<file path="src/rtl/pulse_arbiter.sv">
// pulse_arbiter: two requesters (A, B) share one max-and-pulse datapath.
// The granted pair's unsigned max sets how many cycles `out` stays high;
// the winner's rfd/dav handshake is then completed before the next grant.
// Optional build macro PULSE_ARB_FIXED_PRIO_EN: A always wins ties
// (PRIO held at 0); default is round-robin between A and B.
module pulse_arbiter #(
    parameter int W = 8
) (
    input  logic         clock,
    input  logic         reset_,
    input  logic         dav_a,
    input  logic [W-1:0] xa,
    input  logic [W-1:0] ya,
    output logic         rfd_a,
    input  logic         dav_b,
    input  logic [W-1:0] xb,
    input  logic [W-1:0] yb,
    output logic         rfd_b,
    output logic         out,
    output logic         gnt_a,
    output logic         gnt_b
);

    typedef enum logic [1:0] {
        IDLE  = 2'd0,
        PULSE = 2'd1,
        DRAIN = 2'd2
    } state_t;

    state_t         state_q, state_d;
    logic [W-1:0]   count_q, count_d;
    logic           prio_q, prio_d;
    logic           win_q, win_d;

    logic [W-1:0]   max_a, max_b, max_sel;
    logic           any_dav, winner, winner_dav;

    // Per-requester unsigned maximum of its operand pair
    always_comb begin
        max_a = (xa >= ya) ? xa : ya;
        max_b = (xb >= yb) ? xb : yb;
    end

    // Arbitration: a lone requester wins, a tie goes to the PRIO favourite
    always_comb begin
        any_dav = dav_a | dav_b;
        if (dav_a && dav_b) begin
            winner = prio_q;
        end else begin
            winner = dav_b;
        end
        max_sel    = winner ? max_b : max_a;
        winner_dav = win_q ? dav_b : dav_a;
    end

    // Next-state and register updates for the transaction FSM
    always_comb begin
        state_d = state_q;
        count_d = count_q;
        prio_d  = prio_q;
        win_d   = win_q;
        case (state_q)
            IDLE: begin
                if (any_dav) begin
                    win_d   = winner;
                    count_d = max_sel;
`ifdef PULSE_ARB_FIXED_PRIO_EN
                    prio_d  = 1'b0;
`else
                    prio_d  = ~winner;
`endif
                    state_d = (max_sel != '0) ? PULSE : DRAIN;
                end
            end
            PULSE: begin
                count_d = count_q - W'(1);
                // COUNT is never zero here; <= keeps the FSM safe regardless
                if (count_q <= W'(1)) begin
                    state_d = DRAIN;
                end
            end
            DRAIN: begin
                if (!winner_dav) begin
                    state_d = IDLE;
                end
            end
            default: begin
                state_d = IDLE;
                count_d = '0;
                prio_d  = 1'b0;
                win_d   = 1'b0;
            end
        endcase
    end

    // State registers with asynchronous active-low reset
    always_ff @(posedge clock or negedge reset_) begin
        if (!reset_) begin
            state_q <= IDLE;
            count_q <= '0;
            prio_q  <= 1'b0;
            win_q   <= 1'b0;
        end else begin
            state_q <= state_d;
            count_q <= count_d;
            prio_q  <= prio_d;
            win_q   <= win_d;
        end
    end

    // Output decode purely from registered state, so reset clears it at once
    always_comb begin
        rfd_a = 1'b0;
        rfd_b = 1'b0;
        out   = 1'b0;
        gnt_a = 1'b0;
        gnt_b = 1'b0;
        case (state_q)
            IDLE: begin
                rfd_a = 1'b1;
                rfd_b = 1'b1;
            end
            PULSE: begin
                out   = 1'b1;
                gnt_a = ~win_q;
                gnt_b = win_q;
            end
            DRAIN: begin
                gnt_a = ~win_q;
                gnt_b = win_q;
            end
            default: begin
                rfd_a = 1'b1;
                rfd_b = 1'b1;
            end
        endcase
    end

endmodule

</file>
<file path="config.mk">
export PLATFORM = sky130hd
export DESIGN_NAME = pulse_arbiter
export DESIGN_NICKNAME = d
export VERILOG_FILES = /design/src/rtl/pulse_arbiter.sv
export SDC_FILE = /design/constraint.sdc
export NUM_CORES = 1
export LEC_CHECK = 0
export ABC_AREA = 1
export CORE_AREA = 4 4 90 83
export DETAILED_ROUTE_END_ITERATION = 6
export DIE_AREA = 0 0 94 87
export SYNTH_ARGS = -nofsm -noshare
export SYNTH_HDL_FRONTEND = slang
export SYNTH_SLANG_ARGS = --single-unit
</file>
<file path="constraint.sdc">
create_clock -name clock -period 1.6 [get_ports clock]
set_clock_uncertainty 0.2 [all_clocks]
set_input_delay 0.32 -clock clock [delete_from_list [all_inputs] [get_ports clock]]
set_output_delay 0.32 -clock clock [all_outputs]
set_load 0.01 [all_outputs]
</file>
==> results of run 1 <==
[layout make-up]
cell class | instances | area share (%)
sequential | 12 | 8.270
timing repair buffer | 122 | 29.98
multi-input combinational | 194 | 51.21
inverter | 46 | 5.927
clock buffer | 4 | 1.516
tap | 90 | 3.101
[cells in the final DEF (no fill, tap or decap), types with 3 or more instances in the layout]
cell / instances
sky130_fd_sc_hd__inv_2: 16
sky130_fd_sc_hd__buf_4: 64
sky130_fd_sc_hd__dfrtp_1: 12
sky130_fd_sc_hd__o21ai_0: 5
sky130_fd_sc_hd__nor2_2: 8
sky130_fd_sc_hd__nand3_2: 28
sky130_fd_sc_hd__nand2_8: 3
sky130_fd_sc_hd__nand2_4: 14
sky130_fd_sc_hd__buf_8: 7
sky130_fd_sc_hd__a21oi_2: 3
sky130_fd_sc_hd__a31oi_1: 5
sky130_fd_sc_hd__nor2_1: 8
sky130_fd_sc_hd__o21ai_1: 7
sky130_fd_sc_hd__nor2_4: 10
sky130_fd_sc_hd__a21oi_1: 4
sky130_fd_sc_hd__nand2_1: 33
sky130_fd_sc_hd__buf_6: 32
sky130_fd_sc_hd__nand2_2: 16
sky130_fd_sc_hd__inv_4: 10
sky130_fd_sc_hd__nand3_4: 8
sky130_fd_sc_hd__nand3_1: 10
sky130_fd_sc_hd__clkbuf_8: 4
sky130_fd_sc_hd__inv_1: 17
sky130_fd_sc_hd__buf_2: 14
sky130_fd_sc_hd__ha_4: 18
[kinds of logic (layout without fill, tap and decap cells)]
kind of cell / count (synthesis) / in the layout / share of synthesized area (%)
AND/OR/NAND/NOR: 139 / 141 / 39.61
adder cells (fa/ha/maj): 21 / 21 / 16.47
buffers and inverters: 51 / 172 / 12.86
flip-flops: 12 / 12 / 18.82
AO/OA/AOI/OAI: 32 / 32 / 12.24
[metrics by stage]
stage	instance area (sq um)	setup TNS (ns)	hold WS, ns	setup slack, ns
2_1_floorplan	1787	-1.020	-0.1756	-0.2437
3_3_place_gp	2743	-10.61	0.3551	-0.9706
3_5_place_dp	2743	-11.08	0.3633	-1.017
4_1_cts	3172	-1.378	0.1837	-0.2194
5_1_grt	3631	-4.179	0.1916	-0.4175
6_report	3631	-2.862	0.1710	-0.3059
[per-layer routing]
metal  part of all wire (%)  vias to the layer above  track usage [%]
li1                       -                     1082                -
met1                     42                      988            16.88
met2                     52                       64            24.24
met3                    4.0                       12            1.729
met4                    2.1                        0            3.412
met5                      0                        -                0
[how the worst min path moves through the flow]
stage	slack, ns	depth (start not counted)	startpoint	to
6_report	0.17	2	reset_	count_q[7]
5_1_grt	0.19	2	reset_	count_q[7]
4_1_cts	0.18	2	reset_	count_q[7]
3_5_place_dp	0.36	3	state_q[0]	state_q[0]
3_3_place_gp	0.36	2	count_q[2]	count_q[2]
2_1_floorplan	-0.18	0	reset_	count_q[0]
[state kept, by name, indices dropped and copies added, names as in the netlist]
| register | count |
|---|---|
| count_q | 8 |
| state_q | 2 |
| prio_q | 1 |
| win_q | 1 |
[worst register-to-register path: stages, from the launching register on]
cell and delay (ns):
sky130_fd_sc_hd__dfrtp_1 0.38, sky130_fd_sc_hd__inv_2 0.09, sky130_fd_sc_hd__buf_12 0.10, sky130_fd_sc_hd__ha_4 0.15, sky130_fd_sc_hd__inv_6 0.04, sky130_fd_sc_hd__nor3_4 0.26
sky130_fd_sc_hd__nor2_1 0.09, sky130_fd_sc_hd__inv_1 0.07, sky130_fd_sc_hd__nor2_2 0.04, sky130_fd_sc_hd__o21ai_0 0.21, sky130_fd_sc_hd__nand2_1 0.08
[repair_timing]
item                       CTS  global route
setup endpoints to repair   16            17
cloned                       2             0
gates resized for setup    264            90
setup buffers                8            13
pin swaps                   69            53
hold buffers                 0             0
[power groups by stage]
stage          registers [mW]  logic, mW  clock network [mW]
3_3_place_gp            0.558       2.24                   0
6_report                0.567       3.15               0.343
3_5_place_dp            0.563       2.26                   0
2_1_floorplan           0.546       1.27                   0
5_1_grt                 0.590       3.42               0.356
4_1_cts                 0.562       2.57               0.346
==> metrics.cfg, run 1 <==
[critical_path]
worst_path_largest_cell_delay_ns=0.21
crit_end=count_q[1]
timing.rr.start=state_q[0]
timing.critical_path.from_type=input pin
critical_path_cell_count=14
reg_to_reg_setup_timing_slack_ns=-0.24
crit-reg2reg-capture=state_q[1]
cp.buffers_inverters=3
worst_ep_required_time_ns=1.53
worst_setup_path_startpoint=ya[5]
path_common_cell=sky130_fd_sc_hd__nor2_4
worst_path_dominant_cell_family=simple AND/OR/NAND/NOR gates
arrival_ns=1.84
depth_of_the_most_critical_reg_to_reg_path=10
endpoint_kind=register
cpMaxStageDelayCell=sky130_fd_sc_hd__nor2_4
crit_chain=buf_8, inv_12, ha_4, a21oi_4, nor2_4, nor2_4, nand2_8, nand2_4, nand3_2, nand2_2, buf_4, nor2_4, o21ai_1, o21ai_1
path_class=in2reg
crit_path_max_fanout=8

[drt]
vias_after_detailed_routing=2146
avgViaCountPerCell=4.585
route.antenna.remaining_nets=0
routed_wire_length_per_instance_microns=12.70
drt_first_pass_iters=4
drt_iter0_drc=137
drc_errors=0
routed_wl_microns=5942

[die]
core_area_sq_um=6516
ios=41
initial_utilization_pct=24.48
placement_rows=28
die_h_microns=87
die_area_sq_um=8178
fp.dieW_microns=94

[finish]
antenna_cells_inserted=0
areaGrowthSynthToFinish_pct=127.6
final_nets=436
drive_gt1_share_pct=70.37
layout.cells.non_filler=468
fillCellCount=565
multi_input_comb_area_sq_um=1859
utilization_pct=55.72
layout.area.seq_sq_um=300.3

[timing]
slew_violations=0
max_freq_mhz=524.7
max_slew_margin_pct=83.38
setup_violations=16
setup_slack_ns=-0.3059
tightestPinTransition_ns=0.2485
layout_min_cycle_time_ns=1.906
post-route-period-util_pct=119.1
finalHoldViolations=0
grt_setup_unrepaired=yes

[power_and_ir_drop]
power_frac_clock_pct=8.5
p_switching_mw=1.810
sequentialPowerShare_pct=14.0
netSwitchingFraction_pct=44.62
static_leakage_nw=1.745
peakVddDrop_v=0.0004546
p_total_mw=4.057
internal_power_mw=2.247
power_density_nw_per_um2=1117
combPwrFrac_pct=77.6

[synth]
yosysTopAreaCell=sky130_fd_sc_hd__dfrtp_1
netlist_area_sq_um=1595
post-synth-top-area-fraction_pct=18.82
synth-seq-cells=12
yosysMostFrequentCell=sky130_fd_sc_hd__nand2_1
async_reset_ff_share_pct=100.0
syn-mean-instance-area_sq_um=6.256
synth.net_count=312
post_synth_num_cell_types=28
synth.area.top_cells=sky130_fd_sc_hd__dfrtp_1 19%, sky130_fd_sc_hd__ha_1 16%, sky130_fd_sc_hd__nand3_1 14%, sky130_fd_sc_hd__nand2_1 14%, sky130_fd_sc_hd__inv_1 9.2%
synth_sequential_area_ratio_pct=18.82
synth-edff-count=0
most_frequently_used_flop_master_after_synthesis=sky130_fd_sc_hd__dfrtp_1
synthesis.instances=255
ys_warn_count=0
synth.cells.most_frequent=60 x sky130_fd_sc_hd__nand2_1, 46 x sky130_fd_sc_hd__nand3_1, 39 x sky130_fd_sc_hd__inv_1, 23 x sky130_fd_sc_hd__nor2_1, 21 x sky130_fd_sc_hd__ha_1

[place]
dp.final_hpwl_microns=3949
placedCellCount=442
gp_congestion=0.8070
port-buffer-count=40

[global_routing]
grt.total_usage_pct=13.45
vias_in_the_first_global_route=2085
grt_first_pass_wirelength_microns=8990
grt_overflow_total=0
antenna_found_initial=0
grt_max_degree=13

[clocking]
clockRootBuffer=sky130_fd_sc_hd__clkbuf_8
cts.sink_count=12
cts-htree-levels=1
cts.path.max_buffers=2
cts_tree=built
numCtsBuffers=3
clkSlewWorstSetupHoldPaths_ns=0.07
clk_latency_ns=0.25

[flow_run]
maxCapViolations=0

[run_status]
outcome=finished, violations left
violations_in_the_final_reports=negative setup slack

[hold_path]
min-delay-path-class=in2async

Power figures use the tool's default switching activity.
==> run 2, diff against run 1 <==
--- a/config.mk
+++ b/config.mk
@@ -6,9 +6,9 @@
 export NUM_CORES = 1
 export LEC_CHECK = 0
 export ABC_AREA = 1
-export CORE_AREA = 4 4 90 83
+export CORE_AREA = 4 4 82 77
 export DETAILED_ROUTE_END_ITERATION = 6
-export DIE_AREA = 0 0 94 87
+export DIE_AREA = 0 0 86 81
 export SYNTH_ARGS = -nofsm -noshare
 export SYNTH_HDL_FRONTEND = slang
 export SYNTH_SLANG_ARGS = --single-unit
==> run 2 against run 1 <==
The run still ends with negative setup slack left. Die area is 15% lower. Total power is 5.7% lower. Design area is 4.2% lower. Sequential share of layout area is 0.36 points higher. Non-clock buffer count is 1 lower. Via count is 2.0% lower. Sequential cell count stayed put. Register-to-register slack better by 0.08 ns. Combinational power is 6% lower. Worst hold slack better by 0.014 ns. Critical path type unchanged. Largest power group unchanged.
==> metrics.cfg, run 2 (synthesis results as in run 1) <==
[power_and_ir_drop]
static_leakage_nw=1.704  ; -2.3%
p_total_mw=3.825  ; -5.7%
power_density_nw_per_um2=1099  ; -1.6%
peakVddDrop_v=0.0006331  ; +39%

[finish]
areaGrowthSynthToFinish_pct=118.1
largest_register=count_q
biggestRegsByFlops=count_q (8), state_q (2)
mostFrequentLayoutCell=sky130_fd_sc_hd__buf_4
layout.cells.non_filler=446  ; -4.7%
antenna_cells_inserted=0  ; unchanged
final_nets=435  ; -0.23%
mostFrequentLayoutCells=69 x sky130_fd_sc_hd__buf_4, 33 x sky130_fd_sc_hd__buf_6, 28 x sky130_fd_sc_hd__nand2_2, 28 x sky130_fd_sc_hd__nand3_2, 25 x sky130_fd_sc_hd__nand2_1
drive_gt1_share_pct=70.21  ; -0.16 points
number_of_flip_flops_under_the_largest_register_name=8  ; unchanged

[die]
placement_rows=26  ; -7.1%
initial_utilization_pct=29.02  ; +4.5 points
fp.dieW_microns=86  ; -8.5%
core_area_sq_um=5498  ; -16%
die_area_sq_um=6966  ; -15%
die_h_microns=81  ; -6.9%
ios=41  ; unchanged

[critical_path]
timing.rr.start=state_q[0]
crit_end=state_q[0]
worst_setup_path_startpoint=yb[7]
arrival_ns=1.83  ; about the same
crit-reg2reg-capture=state_q[1]
timing.critical_path.from_type=input pin
crit_path_max_fanout=5  ; -3
depth_of_the_most_critical_reg_to_reg_path=12  ; +2
worst_ep_required_time_ns=1.53  ; about the same
endpoint_kind=register
path_class=in2reg
reg_to_reg_setup_timing_slack_ns=-0.16  ; +0.08 ns

[clocking]
clk_latency_ns=0.24  ; about the same
cts.path.max_buffers=2  ; unchanged
cts-htree-levels=1  ; unchanged
numCtsBuffers=3  ; unchanged
cts.sink_count=12  ; unchanged
clockRootBuffer=sky130_fd_sc_hd__clkbuf_8
clkSlewWorstSetupHoldPaths_ns=0.06  ; about the same
cts_tree=built

[drt]
avgViaCountPerCell=4.717  ; +2.9%
drt_iter0_drc=84  ; -39%
routed_wire_length_per_instance_microns=13.17  ; +3.7%
route.antenna.remaining_nets=0  ; unchanged
routed_wl_microns=5874  ; -1.1%
drc_errors=0  ; unchanged
vias_after_detailed_routing=2104  ; -2.0%
drt_first_pass_iters=4  ; unchanged

[global_routing]
grt.total_usage_pct=16.08  ; +2.6 points
antenna_found_initial=0  ; unchanged
grt_max_degree=13  ; unchanged
grt_overflow_total=0  ; unchanged
vias_in_the_first_global_route=2039  ; -2.2%
grt_first_pass_wirelength_microns=8976  ; -0.16%

[place]
placement.setup.worst_slack_ns=-1.000  ; +0.01730 ns
placedCellCount=423  ; -4.3%
dp.final_hpwl_microns=3953  ; about the same
gp_congestion=0.9187  ; +14%
port-buffer-count=40  ; unchanged

[timing]
post-route-period-util_pct=118.7  ; -0.40 points
max_slew_margin_pct=80.58  ; -2.8 points
max_freq_mhz=526.4  ; +0.33%
slew_violations=0  ; unchanged
setup_slack_ns=-0.2996  ; +0.006321 ns
setup_violations=14  ; -2
tightestPinTransition_ns=0.2908  ; +0.04223 ns
finalHoldViolations=0  ; unchanged
grt_setup_unrepaired=yes
layout_min_cycle_time_ns=1.900  ; -0.006321 ns

[flow_run]
maxCapViolations=0  ; unchanged

[run_status]
outcome=finished, violations left
violations_in_the_final_reports=negative setup slack

[hold_path]
min-delay-path-class=in2async

-- run 2: worst min path at each step --
stage                      end        from
global placement    count_q[2]  count_q[2]
CTS                 count_q[2]      reset_
finish              count_q[2]      reset_
detailed placement  count_q[5]  count_q[5]
floorplan           count_q[0]      reset_
global route        count_q[6]      reset_
-- run 2: cell type report --
class / instances / area (sq um)
well taps: 70 / 87.58
repair buffers: 121 / 1075
fillers: 449 / 2018
inverters: 46 / 215.2
multi-input cells: 194 / 1760
clock buffers: 3 / 41.29
flip-flops and latches: 12 / 300.3
-- run 2: layer usage --
layer | GRT usage [%] | vias to the layer above | wire length [microns]
li1 | - | 1079 | -
met3 | 2.028 | 9 | 164
met5 | 0 | - | 0
met4 | 5.538 | 0 | 86
met1 | 19.32 | 975 | 2515
met2 | 29.43 | 41 | 3108
-- run 2: report_power, final --
part           switching [mW]  total [mW]  internal, mW  leakage (nW)
clock network           0.116       0.283         0.166        0.0216
logic                    1.48        2.97          1.48          1.53
registers               0.119       0.577         0.458         0.149
-- run 2: repair_timing --
action | 4_1_cts | 5_1_grt
endpoints found under the setup margin | 15 | 17
hold buffers | 0 | 0
pin swaps | 71 | 46
gates resized for setup | 263 | 73
gates cloned | 2 | 0
setup buffers | 9 | 9
-- run 2: per-stage QoR --
step | utilization, % | hold WS [ns] | setup TNS, ns | instance area [sq um]
after floorplan | - | -0.1756 | -1.020 | 1787
after detailed placement | 49.57 | 0.3684 | -11.20 | 2725
after CTS | 57.58 | 0.1871 | -1.627 | 3166
final | 63.29 | 0.1853 | -2.679 | 3480
after global routing | 63.29 | 0.1946 | -3.471 | 3480
after global placement | 49.57 | 0.3632 | -10.76 | 2725
-- run 2: critical path: stages --
cell	delay [ns]
sky130_fd_sc_hd__buf_8	0.08
sky130_fd_sc_hd__inv_4	0.03
sky130_fd_sc_hd__ha_4	0.28
sky130_fd_sc_hd__nand2_4	0.06
sky130_fd_sc_hd__buf_6	0.11
sky130_fd_sc_hd__nor2_4	0.14
sky130_fd_sc_hd__nand2_4	0.12
sky130_fd_sc_hd__buf_6	0.14
sky130_fd_sc_hd__nand3_2	0.05
sky130_fd_sc_hd__nand3_2	0.08
sky130_fd_sc_hd__nand2_2	0.08
sky130_fd_sc_hd__nand2_2	0.06
sky130_fd_sc_hd__nor2_2	0.12
sky130_fd_sc_hd__nand2_1	0.06
sky130_fd_sc_hd__nand2_1	0.05
sky130_fd_sc_hd__nand2_1	0.05
==> patch: new RTL, flow settings as in run 2 <==
Build with the macro `PULSE_ARB_FIXED_PRIO_EN` defined.
--- a/src/rtl/pulse_arbiter.sv
+++ b/src/rtl/pulse_arbiter.sv
@@ -3,6 +3,8 @@
 // the winner's rfd/dav handshake is then completed before the next grant.
 // Optional build macro PULSE_ARB_FIXED_PRIO_EN: A always wins ties
 // (PRIO held at 0); default is round-robin between A and B.
+`define PULSE_ARB_FIXED_PRIO_EN
+
 module pulse_arbiter #(
     parameter int W = 8
 ) (
Check against the original RTL: not equivalent (Yosys sat finds a counterexample within 4 cycles, from zero or initial values and one cycle with reset_ low).
==> patch against run 2 <==
The flow still finishes with violations (negative setup slack); power fell by 6.7%; final area fell by 2.6%; setup slack got worse by 0.020 ns; wire length fell by 1.0%; fmax fell by 1.0%; critical path type unchanged; count of clock-buffer cells in the layout rose by 1; sequential share of layout area fell by 0.51 points; cell count rose by 0.22%; sequential cell count fell by 1; core utilization fell by 1.7 points; non-clock buffer count rose by 3; synthesized area fell by 2.9%.
==> patch: results (changes against run 2) <==
| Metric | Value |
|---|---|
| Metal1 wirelength | 2.41 mm (was 2.52 mm) |
| Vias in the first global route | 1,992 (was 2,039) |
| Setup TNS | -2.47 ns (was -2.68 ns) |
| VDD IR-drop max | 0.632 mV (was 0.633 mV) |
| Seq pwr share | 14.8% (was 15.1%) |
| Placed cell count | 424 (was 423) |
| DP Worst Slack | -0.999 ns (was -1.00 ns) |
| GRT Util Overall | 15.2% (was 16.1%) |
| Synth area leaders | dfrtp_1, ha_1, nand2_1, nand3_1, inv_1 (was dfrtp_1, ha_1, nand3_1, nand2_1, inv_1) |
| Met3 wire length | 137 um (was 164 um) |
| Max Fanout on Critical Path | 8 (was 5) |
| CP max stage delay | 0.19 ns (was 0.28 ns) |
| Slew headroom | 85.3% (was 80.6%) |
| Compound-Gate Fraction of Synth Area | 11.3% (was 12.2%) |
| Via count | 2,089 (was 2,104) |
| Fill cell count | 477 (was 449) |
| Met2 global-route usage | 28.7% (was 29.4%) |
| Inverters | 47 (was 46) |
| Final Worst Setup Slack | -0.319 ns (was -0.300 ns) |
| M1 GR Usage | 18.0% (was 19.3%) |
| Placed Instance Area | 2710 um^2 (was 2730 um^2) |
| Buffering overhead | 30.1% (was 30.9%) |
| Multi-input gates | 191 (was 194) |
| Syn nets | 308 (was 312) |
| GPL Wtd Cong | 0.833 (was 0.919) |
| Seq/Total Area, Yosys | 17.8% (was 18.8%) |
| Post-Synth Adder-Cell Area | 17.0% (was 16.5%) |
| LEAKAGE | 1.68 nW (was 1.70 nW) |
| Gate power share | 77.0% (was 77.5%) |
| Setup violators final | 14 (unchanged) |
| Bufs w/o clock | 124 (was 121) |
| Flops & latches, synth | 11 (was 12) |
| Status | complete, but fails checks (unchanged) |
| Largest regs | count_q (8), state_q (2), win_q (1) (was count_q (8), state_q (2)) |
| Final non-filler cell total | 447 (was 446) |
| Clock-cell share | 1.33% (was 1.19%) |
| Metal2 WL | 3.17 mm (was 3.11 mm) |
| Multi-input gate area | 1740 um^2 (was 1760 um^2) |
| Post-DP HPWL | 3.94 mm (was 3.95 mm) |
| Resized Gates After CTS | 264 (was 263) |
| Final core utilization | 61.6% (was 63.3%) |
| Layout cells sized above 1 | 71.4% (was 70.2%) |
| Failing checks | negative setup slack (unchanged) |
| Clkbuf count | 4 (was 3) |
patch: cell types whose count changed in the layout (fill, tap and decap cells not counted), moves of 3 or more:
cell            run 2  this run
buf_6              33        24
nand3_1            16        11
buf_4              69        76
inv_1              18        21
inv_4              10         7
buf_2              10        17
nand3_2            28        31
patch: worst paths after layout:
path | startpoint | endpoint | slack [ns] | cells past startpoint
worst max-delay path | ya[2] | state_q[0]$_DFFE_PN0P_ | -0.32 | 17
worst min-delay path | reset_ | count_q[2]$_DFFE_PN0P_ | 0.18 | 2
worst max register to register | state_q[0]$_DFFE_PN0P_ | state_q[0]$_DFFE_PN0P_ | -0.14 | 12
worst min register to register | count_q[5]$_DFFE_PN0P_ | count_q[5]$_DFFE_PN0P_ | 0.38 | 2
max in group asynchronous | reset_ | state_q[0]$_DFFE_PN0P_ | 0.87 | 2
min in group clock | count_q[5]$_DFFE_PN0P_ | count_q[5]$_DFFE_PN0P_ | 0.38 | 2
